<file path="config.mk">
export PLATFORM = sky130hd
export DESIGN_NAME = chip8_mem_arbiter_flat
export DESIGN_NICKNAME = d
export VERILOG_FILES = /design/src/rtl/chip8_mem_arbiter_if.sv /design/src/rtl/chip8_mem_arbiter.sv /design/src/flat_wrapper.sv
export SDC_FILE = /design/constraint.sdc
export NUM_CORES = 1
export LEC_CHECK = 0
export ABC_AREA = 1
export CAP_MARGIN = 15
export CORE_UTILIZATION = 27
export DETAILED_ROUTE_END_ITERATION = 6
export GPL_TIMING_DRIVEN = 0
export MAX_ROUTING_LAYER = met4
export PLACE_DENSITY = 0.81
export SLEW_MARGIN = 20
export SYNTH_ARGS = -nofsm -noshare
export SYNTH_HDL_FRONTEND = slang
export SYNTH_SLANG_ARGS = --single-unit
</file>
<file path="constraint.sdc">
create_clock -name fpga_clk -period 1.8 [get_ports fpga_clk]
set_clock_uncertainty 0.15 [all_clocks]
set_input_delay 0.36 -clock fpga_clk [delete_from_list [all_inputs] [get_ports fpga_clk]]
set_output_delay 0.36 -clock fpga_clk [all_outputs]
set_load 0.05 [all_outputs]
</file>
<file path="src/rtl/chip8_mem_arbiter_if.sv">
// Request/grant/data bundle between the CHIP-8 memory arbiter, its three
// requesters (loader, CPU, display) and the single-read/single-write memory.
interface chip8_mem_arbiter_if #(
  parameter int ADDR_W = 12,
  parameter int DATA_W = 8
);
  logic              ld_req;
  logic              ld_we;
  logic [ADDR_W-1:0] ld_addr;
  logic [DATA_W-1:0] ld_wdata;
  logic              ld_done;
  logic              ld_gnt;
  logic              ld_rvalid;

  logic              cpu_req;
  logic              cpu_we;
  logic [ADDR_W-1:0] cpu_addr;
  logic [DATA_W-1:0] cpu_wdata;
  logic              cpu_gnt;
  logic              cpu_rvalid;

  logic              vid_req;
  logic [ADDR_W-1:0] vid_addr;
  logic              vid_gnt;
  logic              vid_rvalid;

  logic [DATA_W-1:0] rdata;
  logic              cpu_run;

  logic [ADDR_W-1:0] rd_memory_address;
  logic [DATA_W-1:0] rd_memory_data;
  logic              wr_go;
  logic [ADDR_W-1:0] wr_memory_address;
  logic [DATA_W-1:0] wr_memory_data;

  // Arbiter side.
  modport slave (
    input  ld_req, ld_we, ld_addr, ld_wdata, ld_done,
    input  cpu_req, cpu_we, cpu_addr, cpu_wdata,
    input  vid_req, vid_addr,
    input  rd_memory_data,
    output ld_gnt, ld_rvalid, cpu_gnt, cpu_rvalid, vid_gnt, vid_rvalid,
    output rdata, cpu_run,
    output rd_memory_address, wr_go, wr_memory_address, wr_memory_data
  );

  // Requesters plus memory side.
  modport master (
    output ld_req, ld_we, ld_addr, ld_wdata, ld_done,
    output cpu_req, cpu_we, cpu_addr, cpu_wdata,
    output vid_req, vid_addr,
    output rd_memory_data,
    input  ld_gnt, ld_rvalid, cpu_gnt, cpu_rvalid, vid_gnt, vid_rvalid,
    input  rdata, cpu_run,
    input  rd_memory_address, wr_go, wr_memory_address, wr_memory_data
  );
endinterface

</file>
<file path="src/rtl/chip8_mem_arbiter.sv">
// CHIP-8 memory owner: boot gating (loader only until ld_done), then loader-first,
// CPU/display round-robin. Grants are combinational; read data returns 1 cycle later.
module chip8_mem_arbiter #(
  parameter int ADDR_W = 12,
  parameter int DATA_W = 8
) (
  input  logic                 fpga_clk,
  input  logic                 rst_in,
  chip8_mem_arbiter_if.slave   bus
);

  typedef enum logic {BOOT = 1'b0, RUN = 1'b1} state_t;

  logic [1:0]  rst_sync_q;
  logic        rst_n;

  state_t      state_q, state_d;
  logic        last_q, last_d;
  logic        cpu_run_q;
  logic [2:0]  rvalid_q, rvalid_d;   // {ld, cpu, vid}

  logic        ld_gnt, cpu_gnt, vid_gnt, shared_ok;
  logic        ld_wr, cpu_wr, ld_rd, cpu_rd, vid_rd;

  // Reset asserts immediately, releases two edges after rst_in rises.
  always_ff @(posedge fpga_clk or negedge rst_in) begin
    if (!rst_in) rst_sync_q <= 2'b00;
    else         rst_sync_q <= {rst_sync_q[0], 1'b1};
  end
  assign rst_n = rst_sync_q[1];

  always_comb begin
    ld_gnt    = rst_n & bus.ld_req;
    shared_ok = rst_n & (state_q == RUN) & ~bus.ld_req;
    // last_q = 1 means the display was served last, so the CPU wins a tie.
    cpu_gnt   = shared_ok & bus.cpu_req & (~bus.vid_req | last_q);
    vid_gnt   = shared_ok & bus.vid_req & (~bus.cpu_req | ~last_q);

    ld_wr  = ld_gnt  &  bus.ld_we;
    ld_rd  = ld_gnt  & ~bus.ld_we;
    cpu_wr = cpu_gnt &  bus.cpu_we;
    cpu_rd = cpu_gnt & ~bus.cpu_we;
    vid_rd = vid_gnt;

    rvalid_d = {ld_rd, cpu_rd, vid_rd};

    state_d = state_q;
    if (state_q == BOOT && bus.ld_done) state_d = RUN;

    last_d = last_q;
    if (cpu_gnt)      last_d = 1'b0;
    else if (vid_gnt) last_d = 1'b1;
  end

  always_ff @(posedge fpga_clk or negedge rst_n) begin
    if (!rst_n) begin
      state_q   <= BOOT;
      cpu_run_q <= 1'b0;
      last_q    <= 1'b1;
      rvalid_q  <= 3'b000;
    end else begin
      state_q   <= state_d;
      cpu_run_q <= (state_d == RUN);
      last_q    <= last_d;
      rvalid_q  <= rvalid_d;
    end
  end

  assign bus.ld_gnt  = ld_gnt;
  assign bus.cpu_gnt = cpu_gnt;
  assign bus.vid_gnt = vid_gnt;

  assign bus.ld_rvalid  = rvalid_q[2];
  assign bus.cpu_rvalid = rvalid_q[1];
  assign bus.vid_rvalid = rvalid_q[0];
  assign bus.rdata      = (|rvalid_q) ? bus.rd_memory_data : '0;
  assign bus.cpu_run    = cpu_run_q;

  assign bus.wr_go             = ld_wr | cpu_wr;
  assign bus.wr_memory_address = ld_wr  ? bus.ld_addr  :
                                 cpu_wr ? bus.cpu_addr : '0;
  assign bus.wr_memory_data    = ld_wr  ? bus.ld_wdata  :
                                 cpu_wr ? bus.cpu_wdata : '0;
  assign bus.rd_memory_address = ld_rd  ? bus.ld_addr  :
                                 cpu_rd ? bus.cpu_addr :
                                 vid_rd ? bus.vid_addr : '0;

endmodule

</file>
<file path="src/flat_wrapper.sv">
// flat-port wrapper written by rule: the top's interface ports become plain ports
module chip8_mem_arbiter_flat 
#(
  parameter int ADDR_W = 12,
  parameter int DATA_W = 8
)
  (fpga_clk, rst_in, bus_ld_req, bus_ld_we, bus_ld_addr, bus_ld_wdata, bus_ld_done, bus_cpu_req, bus_cpu_we, bus_cpu_addr, bus_cpu_wdata, bus_vid_req, bus_vid_addr, bus_rd_memory_data, bus_ld_gnt, bus_ld_rvalid, bus_cpu_gnt, bus_cpu_rvalid, bus_vid_gnt, bus_vid_rvalid, bus_rdata, bus_cpu_run, bus_rd_memory_address, bus_wr_go, bus_wr_memory_address, bus_wr_memory_data);
  chip8_mem_arbiter_if #(.ADDR_W(ADDR_W), .DATA_W(DATA_W)) bus_i ();
  input  logic fpga_clk;
  input  logic rst_in;
  input wire logic [$bits(bus_i.ld_req)-1:0] bus_ld_req;
  input wire logic [$bits(bus_i.ld_we)-1:0] bus_ld_we;
  input wire logic [$bits(bus_i.ld_addr)-1:0] bus_ld_addr;
  input wire logic [$bits(bus_i.ld_wdata)-1:0] bus_ld_wdata;
  input wire logic [$bits(bus_i.ld_done)-1:0] bus_ld_done;
  input wire logic [$bits(bus_i.cpu_req)-1:0] bus_cpu_req;
  input wire logic [$bits(bus_i.cpu_we)-1:0] bus_cpu_we;
  input wire logic [$bits(bus_i.cpu_addr)-1:0] bus_cpu_addr;
  input wire logic [$bits(bus_i.cpu_wdata)-1:0] bus_cpu_wdata;
  input wire logic [$bits(bus_i.vid_req)-1:0] bus_vid_req;
  input wire logic [$bits(bus_i.vid_addr)-1:0] bus_vid_addr;
  input wire logic [$bits(bus_i.rd_memory_data)-1:0] bus_rd_memory_data;
  output wire logic [$bits(bus_i.ld_gnt)-1:0] bus_ld_gnt;
  output wire logic [$bits(bus_i.ld_rvalid)-1:0] bus_ld_rvalid;
  output wire logic [$bits(bus_i.cpu_gnt)-1:0] bus_cpu_gnt;
  output wire logic [$bits(bus_i.cpu_rvalid)-1:0] bus_cpu_rvalid;
  output wire logic [$bits(bus_i.vid_gnt)-1:0] bus_vid_gnt;
  output wire logic [$bits(bus_i.vid_rvalid)-1:0] bus_vid_rvalid;
  output wire logic [$bits(bus_i.rdata)-1:0] bus_rdata;
  output wire logic [$bits(bus_i.cpu_run)-1:0] bus_cpu_run;
  output wire logic [$bits(bus_i.rd_memory_address)-1:0] bus_rd_memory_address;
  output wire logic [$bits(bus_i.wr_go)-1:0] bus_wr_go;
  output wire logic [$bits(bus_i.wr_memory_address)-1:0] bus_wr_memory_address;
  output wire logic [$bits(bus_i.wr_memory_data)-1:0] bus_wr_memory_data;
  assign bus_i.ld_req = bus_ld_req;
  assign bus_i.ld_we = bus_ld_we;
  assign bus_i.ld_addr = bus_ld_addr;
  assign bus_i.ld_wdata = bus_ld_wdata;
  assign bus_i.ld_done = bus_ld_done;
  assign bus_i.cpu_req = bus_cpu_req;
  assign bus_i.cpu_we = bus_cpu_we;
  assign bus_i.cpu_addr = bus_cpu_addr;
  assign bus_i.cpu_wdata = bus_cpu_wdata;
  assign bus_i.vid_req = bus_vid_req;
  assign bus_i.vid_addr = bus_vid_addr;
  assign bus_i.rd_memory_data = bus_rd_memory_data;
  assign bus_ld_gnt = bus_i.ld_gnt;
  assign bus_ld_rvalid = bus_i.ld_rvalid;
  assign bus_cpu_gnt = bus_i.cpu_gnt;
  assign bus_cpu_rvalid = bus_i.cpu_rvalid;
  assign bus_vid_gnt = bus_i.vid_gnt;
  assign bus_vid_rvalid = bus_i.vid_rvalid;
  assign bus_rdata = bus_i.rdata;
  assign bus_cpu_run = bus_i.cpu_run;
  assign bus_rd_memory_address = bus_i.rd_memory_address;
  assign bus_wr_go = bus_i.wr_go;
  assign bus_wr_memory_address = bus_i.wr_memory_address;
  assign bus_wr_memory_data = bus_i.wr_memory_data;
  chip8_mem_arbiter #(.ADDR_W(ADDR_W), .DATA_W(DATA_W)) u_core (.fpga_clk(fpga_clk), .rst_in(rst_in), .bus(bus_i));
endmodule
</file>
# == After elaboration in Yosys (flattened, before gate mapping) ==
# Cells that the tools add are included.
# word_totals
regBits,7
in_bits,68
output_inout_bits,48
elab_cells,38
# op_classes
mux,10
n_bitwise,21
n_reduce_logical,3
# ops
op,n
$mux 12,5
$mux 8,3
$and 1x1->1,11
$not 1->1,7
$or 1x1->1,3
$reduce_or 3->1,1
$mux 1,2
$reduce_bool 2->1,1
$logic_and 1x1->1,1

# == Logic depth before layout (Yosys ltp) ==
# logic_depth
word_depth,7
ltp_mapped,6
ltp_nobuf,5

# == Worst setup path before layout ==
# No wires, ideal clock.
# synth_path
path_type,register -> output
from,register u_core.state_q
to,output bus_wr_memory_data[7]
arrival_ps,2173
path_slack_ps,-883
path_stages_with_launch,5
n_path_buf,0
path_cell_list,dfrtp_1 > nand3_4 > nor2_8 > nand3_4 > o21ai_0
# synth_via
elab_chain_cells,7
# synth_rtl
element,line_no,source
from (decl),chip8_mem_arbiter.sv:17,"state_t state_q, state_d;"
from (signal assigned),chip8_mem_arbiter.sv:62,state_q <= state_d;
$and 1x1->1 (2 in series),chip8_mem_arbiter.sv:34,shared_ok = rst_n & (state_q == RUN) & ~bus.ld_req;
$and 1x1->1 (2 in series),chip8_mem_arbiter.sv:36,cpu_gnt = shared_ok & bus.cpu_req & (~bus.vid_req | last_q);
$and 1x1->1,chip8_mem_arbiter.sv:41,cpu_wr = cpu_gnt & bus.cpu_we;
$mux 8,chip8_mem_arbiter.sv:83,cpu_wr ? bus.cpu_wdata : '0;
$mux 8,chip8_mem_arbiter.sv:82,assign bus.wr_memory_data = ld_wr ? bus.ld_wdata :
to (decl),flat_wrapper.sv:34,output wire logic [$bits(bus_i.wr_memory_data)-1:0] bus_wr_memory_data;
# Every way passes these cells.

# == Worst setup path after layout ==
# layout_path
from,register u_core.last_q
to,output bus_wr_memory_data[6]
# layout_via
elab_chain_cells,5
# layout_rtl
element,line_no,source
from (decl),chip8_mem_arbiter.sv:18,"logic last_q, last_d;"
from (signal assigned),chip8_mem_arbiter.sv:64,last_q <= last_d;
$or 1x1->1,chip8_mem_arbiter.sv:36,
$and 1x1->1,chip8_mem_arbiter.sv:36,
$and 1x1->1,chip8_mem_arbiter.sv:41,
$mux 8,chip8_mem_arbiter.sv:83,
$mux 8,chip8_mem_arbiter.sv:82,
# Every way passes these cells.

==> key figures <==
Status
  • Status: complete, but fails checks
  • Failing checks: negative setup slack

Critical path
  • Worst r2r src: u_core.rst_sync_q[1]
  • Critical path type: register to primary output
  • R2R Path End: u_core.last_q
  • CP Launch Type: register
  • CP max FO: 10
  • Critical path arrival: 1640 ps
  • Worst EP required: around 1300 ps
  • R2R depth: 8
  • CP Capture Type: primary output
  • Worst reg-to-reg setup slack: 290 ps

Finish
  • Multi-input gate area: 975 µm²
  • Fin util: a little under nine tenths
  • Commonest non-fill, non-tap cell in the layout: clkdlybuf4s50_1
  • Fin nets: 380
  • Layout cell share with drive strength beyond 1: between 40 and 50%
  • Most frequent cells in the layout: clkdlybuf4s50_1, nand2_1, buf_6, inv_1, buf_4
  • Sequential Area: 179 µm²
  • Fin area: 2970 µm²
  • P&R area growth vs syn: 199%
  • Ant diodes: 0
  • Fill count: 191

Routing
  • Pre-Repair DR Iteration Count: 4
  • Antenna-violating nets left: 0
  • DR vias: 1711
  • Final WL: 5280 µm
  • Final routed DRC violation total: 0
  • Vias per inst: 4.79
  • Routed WL per cell: roughly 15 µm
  • Detailed Route Iter0 Violations: 38

Placed design
  • Routability congestion estimate: between 0.7 and 0.8
  • Dpl hpwl: 3250 µm
  • Cell Area, Placed: 2420 µm²
  • Port buffer count: 115

Flow run
  • Max Cap Viol: 0

Floorplan
  • Cell row count: 21
  • Die Y: roughly 63 µm
  • Die area: 3930 µm²
  • Boundary pin count: 116
  • Core Footprint: 3440 µm²
  • Die Wd: ~63 µm
  • Initial Utilization: between 20% and 30%

Clock network
  • CTS tree: yes
  • Hold buffer count at CTS: 0
  • Clk buf depth: 2
  • Clock-pin slew on the worst setup and hold paths: 40 ps
  • Clock Latency Late Sink: 230 ps
  • Num Clock Sinks: 7
  • Root buffer cell: clkbuf_8
  • Num CTS Buffers: 3
  • H-tree depth: 1

Synthesis
  • Yosys cell types: 19
  • Seq/Total Area, Yosys: between 15 and 20%
  • Synth Net Count: 232
  • Yosys reg bits: 7
  • Cells after Synth: 164
  • Mapped Area: approximately 990 µm²
  • Syn avg cell area: 6.07 µm²
  • Count of warnings emitted by yosys: 0

STA
  • Setup ws final: -349 ps
  • Slew @ Worst Pin: 525 ps
  • Fin crit share: 119%
  • RSZ-0062 raised after global routing: true
  • Final Max Slew Viols: 0
  • Crit path time final: ~2100 ps
  • Finish-stage setup viols: 35
  • FMAX: 0.465 GHz
  • Fin. Hold Viols: 0
  • Rel. slew slack: 65.1%

Global routing
  • Pin count of the biggest net entering global routing: 11
  • Antenna violations before repair: 0
  • Number of global-route vias before repair: 1727
  • First-pass GRT wire length: 8180 µm
  • Gr usage total: roughly 27%
  • GRT overflow: 0

Power
  • Leakage power: 1.48 nW
  • Internal power: about 0.67 mW
  • Clock power share: 19.2%
  • Sw Pwr: 0.492 mW
  • Switch share: between 40% and 50%
  • Sequential power share: 15.4%
  • Pwr Density: roughly 390 nW/µm²
  • Combinational fraction of design power: 65.4%
  • Peak ir drop on the vdd network: between 200 and 250 µV

Hold path
  • Worst hold-check path type: input pin to async pin
[Yosys cell counts]
library cell | instances | area share, %
buf_2 | 4 | 2.0
buf_4 | 3 | 2.3
buf_6 | 2 | 2.3
conb_1 | 1 | 0.38
dfrtp_1 | 6 | 15
dfstp_2 | 1 | 2.6
inv_1 | 35 | 13
nand2_1 | 49 | 18
nand3_1 | 12 | 6.0
nand3_4 | 2 | 3.5
nand4_1 | 12 | 7.5
nor2_1 | 10 | 3.8
nor2_2 | 2 | 1.3
nor2_8 | 1 | 2.0
nor3_1 | 1 | 0.50
o21ai_0 | 2 | 1.0
o21ai_2 | 19 | 17
o22ai_1 | 1 | 0.63
or2_2 | 1 | 0.63
[worst max path at each step]
stage / start / to / slack, ps
floorplan: u_core.state_q / bus_wr_memory_address[4] / -230
global placement: bus_ld_req / bus_wr_memory_address[2] / -1130
detailed placement: bus_ld_req / bus_wr_memory_address[2] / -1120
CTS: u_core.rst_sync_q[1] / bus_wr_memory_address[3] / -310
global route: u_core.rst_sync_q[1] / bus_wr_memory_data[6] / -410
finish: u_core.last_q / bus_wr_memory_data[6] / -350
[power by group through the flow]
stage	sequential (mW)	combinational (mW)	clock (mW)
floorplan	0.188	0.338	0
global placement	0.181	0.621	0
detailed placement	0.181	0.625	0
CTS	0.178	0.735	0.222
global route	0.180	0.791	0.242
finish	0.179	0.757	0.223
[per-stage QoR]
stage | power, mW | TNS, ps | instances | hold slack (ps) | worst slack (ps)
after floorplan | 0.526 | -4010 | 164 | -85.6 | -229
after global placement | 0.801 | -41070 | 325 | -29.9 | -1130
after detailed placement | 0.806 | -41110 | 325 | -24.7 | -1120
after CTS | 1.13 | -9420 | 354 | 152 | -314
after global routing | 1.21 | -12090 | 357 | 149 | -407
final | 1.16 | -9870 | 357 | 144 | -349
[flip-flops by register name (all words and copies together), names as in the netlist]
name and flops:
u_core.last_q 1, u_core.rvalid_q 3, u_core.rst_sync_q 2, u_core.state_q 1
[area by class of cell]
type,count,share of cell area [%]
well taps,46,1.94
repair buffers,143,49.3
multi-input cells,113,32.8
inverters,35,4.55
flip-flops and latches,7,6.02
clock buffers,4,1.52
plain buffers,9,3.88
[routing by layer]
metal	share of wire (%)	GRT usage, %	up-vias
li1	-	-	814
met1	41	32.8	809
met2	53	46.9	79
met3	4.4	2.92	9
met4	1.6	9.88	0
met5	0	-	-
[logic make-up after synthesis]
logic type,count (synthesis),synth area share (%)
flops,7,17.7
compound gates,22,18.4
buf+inv,44,19.7
other cells,1,0.377
simple gates,90,43.8
[critical path: stages (launching register included)]
cell and delay (ps):
dfstp_2 530, inv_1 80, nand2_4 110, nand3_4 160, buf_12 200, o21ai_2 150, buf_6 180
[what timing repair did]
item | 4_1_cts | 5_1_grt
hold endpoints to repair | 0 | 0
endpoints found under the setup margin | 48 | 41
pin swaps | 11 | 3
cloned | 4 | 0
setup buffers | 21 | 3
resized for setup | 370 | 9
No activity file was read; power rests on OpenSTA's default activity.
